**config.mk**
```make
export PLATFORM = sky130hd
export DESIGN_NAME = mio_bus_responder
export DESIGN_NICKNAME = d
export VERILOG_FILES = /design/src/rtl/mio_pkg.sv /design/src/rtl/mio_addr_decode.sv /design/src/rtl/mio_bus_responder.sv
export SDC_FILE = /design/constraint.sdc
export NUM_CORES = 1
export LEC_CHECK = 0
export CAP_MARGIN = 20
export CORE_ASPECT_RATIO = 0.75
export CORE_MARGIN = 4
export CORE_UTILIZATION = 46
export DETAILED_ROUTE_END_ITERATION = 10
export GPL_ROUTABILITY_DRIVEN = 0
export PLACE_DENSITY = 0.78
export SLEW_MARGIN = 20
export SYNTH_ARGS = -nofsm -noshare
export SYNTH_HDL_FRONTEND = slang
export SYNTH_SLANG_ARGS = --single-unit
```
**constraint.sdc**
```tcl
create_clock -name clk -period 4.5 [get_ports clk]
set_input_delay 0.675 -clock clk [delete_from_list [all_inputs] [get_ports clk]]
set_output_delay 0.675 -clock clk [all_outputs]
set_load 0.005 [all_outputs]
```
**src/rtl/mio_pkg.sv**
```systemverilog
// mio_pkg: shared FSM states, region codes and IO address map for the MIO bus responder.
package mio_pkg;
    typedef enum logic [1:0] {S_IDLE, S_ACCESS, S_WAIT, S_RESP} state_e;
    typedef enum logic [2:0] {R_RAM, R_LED, R_SW, R_CNT, R_NONE} region_e;
    localparam logic [31:0] LED_ADDR = 32'hF000_0000;
    localparam logic [31:0] SW_ADDR  = 32'hF000_0004;
    localparam logic [31:0] CNT_ADDR = 32'hF000_0008;
endpackage

```
**src/rtl/mio_addr_decode.sv**
```systemverilog
// mio_addr_decode: maps a word address (byte offset bits dropped) onto a bus region.
module mio_addr_decode import mio_pkg::*; #(
    parameter int RAM_AW = 10
) (
    input  logic [31:2] addr_i,
    output region_e     region_o
);
    always_comb
        region_o = (addr_i[31:RAM_AW+2] == '0)  ? R_RAM :
                   (addr_i == LED_ADDR[31:2])   ? R_LED :
                   (addr_i == SW_ADDR[31:2])    ? R_SW  :
                   (addr_i == CNT_ADDR[31:2])   ? R_CNT : R_NONE;
endmodule

```
**src/rtl/mio_bus_responder.sv**
```systemverilog
// mio_bus_responder: CPU memory/IO responder with synchronous RAM, LED/switch
// registers and a free-running cycle counter.
module mio_bus_responder import mio_pkg::*; #(
    parameter int RAM_AW = 10,
    parameter int IO_W   = 16
) (
    input  logic              clk,
    input  logic              rst,
    input  logic              cpu_mio,
    input  logic              mem_rw,
    input  logic [31:0]       addr,
    input  logic [31:0]       wdata,
    output logic [31:0]       rdata,
    output logic              mio_ready,
    output logic              bus_err,
    output logic              ram_en,
    output logic              ram_we,
    output logic [RAM_AW-1:0] ram_addr,
    output logic [31:0]       ram_din,
    input  logic [31:0]       ram_dout,
    input  logic [IO_W-1:0]   sw_in,
    output logic [IO_W-1:0]   led_out
);
    state_e            state_q;
    region_e           region_q, region_in;
    logic              we_q, ready_q, err_q, ram_en_q, ram_we_q;
    logic [RAM_AW-1:0] ram_addr_q;
    logic [31:0]       wdata_q, rdata_q, rdata_d, cnt_q, cnt_d;
    logic [IO_W-1:0]   led_q;

    mio_addr_decode #(.RAM_AW(RAM_AW)) u_decode (
        .addr_i   (addr[31:2]),
        .region_o (region_in)
    );

    always_comb begin
        rdata_d = we_q                 ? '0            :
                  (region_q == R_LED)  ? 32'(led_q)    :
                  (region_q == R_SW)   ? 32'(sw_in)    :
                  (region_q == R_CNT)  ? cnt_q         : '0;
        cnt_d   = (state_q == S_ACCESS && we_q && region_q == R_CNT) ? wdata_q : cnt_q + 32'd1;
    end

    always_ff @(posedge clk or posedge rst) begin
        if (rst) begin
            state_q    <= S_IDLE;
            region_q   <= R_NONE;
            we_q       <= 1'b0;
            wdata_q    <= '0;
            ram_addr_q <= '0;
            ram_en_q   <= 1'b0;
            ram_we_q   <= 1'b0;
            ready_q    <= 1'b0;
            err_q      <= 1'b0;
            rdata_q    <= '0;
            led_q      <= '0;
            cnt_q      <= '0;
        end else begin
            cnt_q    <= cnt_d;
            ram_en_q <= 1'b0;
            ram_we_q <= 1'b0;
            ready_q  <= 1'b0;
            err_q    <= 1'b0;
            case (state_q)
                S_IDLE: if (cpu_mio) begin
                    region_q   <= region_in;
                    we_q       <= mem_rw;
                    wdata_q    <= wdata;
                    ram_addr_q <= addr[RAM_AW+1:2];
                    ram_en_q   <= (region_in == R_RAM);
                    ram_we_q   <= (region_in == R_RAM) && mem_rw;
                    state_q    <= S_ACCESS;
                end
                S_ACCESS: begin
                    if (we_q && region_q == R_LED)
                        led_q <= wdata_q[IO_W-1:0];
                    if (region_q == R_RAM && !we_q) begin
                        state_q <= S_WAIT;
                    end else begin
                        rdata_q <= rdata_d;
                        ready_q <= 1'b1;
                        err_q   <= (region_q == R_NONE);
                        state_q <= S_RESP;
                    end
                end
                S_WAIT: begin
                    rdata_q <= ram_dout;
                    ready_q <= 1'b1;
                    state_q <= S_RESP;
                end
                default: state_q <= S_IDLE;
            endcase
        end
    end

    assign rdata     = rdata_q;
    assign mio_ready = ready_q;
    assign bus_err   = err_q;
    assign ram_en    = ram_en_q;
    assign ram_we    = ram_we_q;
    assign ram_addr  = ram_addr_q;
    assign ram_din   = wdata_q;
    assign led_out   = led_q;
endmodule

```
==> impl_metrics.yaml <==
die:
  initial_core_util_pct: 46.9
  fp.dieH_um: 108
  placeableCoreArea_um2: 13000
  io_pins: 210
  die_area_um2: 15200
  placement_rows: 36
  fp.dieW_um: 141
timing:
  setup_tns_ps: 0
  max_slew.worst_pin.slew_ps: 946
  hold_viol_final: 0
  timing.final.setup_violations: 0
  post-route-period-util_pct: 63.3
  worst_clock_skew_ps: 10.2
  finalCriticalPeriod_ps: 2850
  final_max_slew_viol_count: 0
  clock.fmax_mhz: 351
  timing.slew.headroom_pct: 36.4
  rsz0062_at_grt: "false"
  timing.final.ws_setup_ps: 1650
setup_path:
  r2r-end: "cnt_q[8]"
  critical-path-max-stage-delay_ps: 820
  worst_setup_path_endpoint: "cnt_q[8]"
  worst_r2r_startpoint: "region_q[1]"
  critical_path_class: "reg -> reg"
  cp.arrival_ps: 3130
  worst_path_max_delay_cell: "sky130_fd_sc_hd__dfrtp_1"
  rr_worst_depth: 4
  critical-path-top-delay-family: "simple AND/OR/NAND/NOR gates"
  path_buf_inv: 1
  rrSetupSlack_ps: 1650
  critical_path_depth: 4
  critical_path.startpoint: "region_q[1]"
  critical_path.endpoint_type: "register"
  cp_data_required_time_ps: 4790
  critPathLaunchType: "register"
  worst-path-max-fanout: 61
  crit_path_cell_trace: "nand2_1 > nor3_2 > buf_4 > mux2_2"
global_routing:
  number_of_antenna_violations_at_the_first_check_in_global_routing: 0
  grt_overflow: 0
  globalRouteTotalUtil_pct: 24.8
  grt_start_max_net_pins: 118
  first_global_vias: 5581
  grt_pass1_wl_mm: 29.3
placement:
  place_worst_setup_slack_ps: 1620
  place_area_um2: 8300
  hpwlAfterDp_mm: 13.3
  portBuffers: 207
final_layout:
  finalNetCount: 891
  fillerInstances: 964
  design_area_um2: 8970
  antenna_cells: 0
  syn_to_final_growth_pct: 47.4
  final_layout_size_suffix_gt1_share_pct: 14.4
  layout.area.seq_um2: 3300
  multiInputGateArea_um2: 2660
synth:
  synth_top_cells_by_count: "sky130_fd_sc_hd__dfrtp_1 (131), sky130_fd_sc_hd__nand2_1 (80), sky130_fd_sc_hd__mux2_2 (60), sky130_fd_sc_hd__o21ai_0 (59), sky130_fd_sc_hd__a21oi_1 (34)"
  yosysWarnings: 0
  synth.yosys.seq_area_share_pct: 54.3
  async_flop_share_pct: 100
  number_of_standard_cells_after_synthesis: 571
  synth-edff-count: 0
  synth.avg_cell_area_um2: 10.7
  area_leader_netlist: "sky130_fd_sc_hd__dfrtp_1"
  netlist-cell-type-count: 39
  synth_top_cell_area_share_pct: 53.9
  syn_area_um2: 6080
  ys_seq_elements: 132
  synthTopCellsByArea: "sky130_fd_sc_hd__dfrtp_1 (54%), sky130_fd_sc_hd__mux2_2 (11%), sky130_fd_sc_hd__nand2_1 (4.9%)"
  syn-num-nets: 692
  ys_dominant_reg_cell: "sky130_fd_sc_hd__dfrtp_1"
  synth_most_common_cell: "sky130_fd_sc_hd__dfrtp_1"
clock_tree:
  cts_inserted_buffers: 17
  clock_latency_ps: 410
  cts_repair_resize_count: 0
  clockRootBuffer: "sky130_fd_sc_hd__clkbuf_16"
  cts_max_path_buffers: 2
  cts-htree-levels: 4
  hold_bufs_at_cts: 0
  cts.repair_timing.setup_buffer_count: 0
  clock_sinks: 132
  cts_tree: "done"
  clock_pin_transition_on_the_worst_setup_and_hold_timing_paths_ps: 60
power:
  static-leakage-power_nw: 3.59
  p_per_area_nw_per_um2: 538
  worst_ir_drop_vdd_mv: 0.371
routing:
  drtAntennaViolNets: 0
  detail_route.wirelength_mm: 18.6
  vias: 5287
  route.detailed.drc: 0
  vias_per_cell: 5.54
  drtPass1Iterations: 5
  drt_iter0_markers: 333
  avgRoutedWirePerCell_um: 19.5
status:
  run_status: "completed"
flow_run:
  maxCapViolations: 0
min_path:
  min-delay-path-class: "reg -> reg"
-- state kept, by name (all words and copies together) (netlist names) --
register and flops:
cnt_q 32, ram_din 32, rdata 32, led_out 16, ram_addr 10, region_q 3
state_q 2, bus_err 1, mio_ready 1, ram_en 1, ram_we 1, we_q 1
-- final cells by class --
cell class              instances  share of cell area [%]
multi-input cells             399                    29.6
well taps                     171                    2.39
clock buffers                  21                    5.25
clock inverters                11                    1.94
flip-flops and latches        132                    36.8
inverters                       7                   0.377
repair buffers                213                    23.6
-- worst min-delay path, cell delays in order, from the launching register on --
cell and delay [ps]:
sky130_fd_sc_hd__dfrtp_1 340, sky130_fd_sc_hd__nand2_1 40, sky130_fd_sc_hd__o21ai_0 60
-- logic make-up (layout without fill, tap and decap cells) --
logic type | Yosys count | after routing | synth area share, %
simple gates | 167 | 167 | 13.1
compound gates | 134 | 134 | 13.0
flops | 132 | 132 | 54.3
mux | 62 | 62 | 11.4
buf+inv | 40 | 252 | 2.67
xor+xnor | 31 | 31 | 4.46
fa+ha+maj | 5 | 5 | 1.03
-- layer usage --
layer	vias to the layer above	track usage [%]	routed length, µm
li1	2450	-	-
met1	2591	33.5	7970
met2	228	38.5	8680
met3	18	8.17	1780
met4	0	7.05	220
met5	-	0	0
-- cell usage in the layout (no fill, tap or decap), types with 2 or more instances in the layout --
master / n
sky130_fd_sc_hd__nor3_1: 6
sky130_fd_sc_hd__ha_1: 5
sky130_fd_sc_hd__a22oi_1: 16
sky130_fd_sc_hd__dfrtp_1: 131
sky130_fd_sc_hd__clkinvlp_4: 3
sky130_fd_sc_hd__nand4_1: 9
sky130_fd_sc_hd__buf_4: 6
sky130_fd_sc_hd__nand2b_1: 2
sky130_fd_sc_hd__and3_1: 7
sky130_fd_sc_hd__clkbuf_16: 17
sky130_fd_sc_hd__mux2_2: 60
sky130_fd_sc_hd__xor2_1: 19
sky130_fd_sc_hd__nor2b_1: 2
sky130_fd_sc_hd__clkdlybuf4s50_1: 207
sky130_fd_sc_hd__xnor2_1: 12
sky130_fd_sc_hd__or4_1: 3
sky130_fd_sc_hd__nand3_1: 17
sky130_fd_sc_hd__inv_1: 6
sky130_fd_sc_hd__nor4_2: 2
sky130_fd_sc_hd__clkbuf_8: 3
sky130_fd_sc_hd__o21ai_2: 2
sky130_fd_sc_hd__nor2_1: 21
sky130_fd_sc_hd__o31ai_1: 4
sky130_fd_sc_hd__o221ai_1: 16
sky130_fd_sc_hd__nor3_2: 2
sky130_fd_sc_hd__bufinv_16: 4
sky130_fd_sc_hd__o21ai_0: 59
sky130_fd_sc_hd__nor4_1: 8
sky130_fd_sc_hd__nand2_1: 79
sky130_fd_sc_hd__a21oi_1: 34
sky130_fd_sc_hd__o21ai_1: 2
sky130_fd_sc_hd__clkinv_4: 2
-- how the worst min path moves through the flow --
stage	start	to	slack, ps	cells after the start
floorplan	rdata[0]	rdata[0]	470	2
global route	rdata[5]	rdata[5]	510	2
finish	rdata[31]	rdata[31]	480	2
global placement	rdata[31]	rdata[31]	460	2
detailed placement	rdata[8]	rdata[8]	470	2
CTS	rdata[8]	rdata[8]	490	2
-- stage by stage --
stage / util [%] / std cells / hold WS, ps / power (mW)
2_1_floorplan: - / 571 / 473 / 2.41
3_3_place_gp: 64.0 / 921 / 462 / 3.28
3_5_place_dp: 64.0 / 921 / 473 / 3.34
4_1_cts: 68.9 / 953 / 486 / 4.86
5_1_grt: 69.1 / 954 / 507 / 5.08
6_report: 69.1 / 954 / 483 / 4.82
-- power breakdown --
group | internal (mW) | switching (mW) | leakage, nW | total, mW
combinational | 0.898 | 0.698 | 1.57 | 1.60
sequential | 1.49 | 0.245 | 1.71 | 1.73
clock | 0.975 | 0.520 | 0.306 | 1.49
total | 3.36 | 1.46 | 3.59 | 4.82
(Power assumes the default switching activity.)
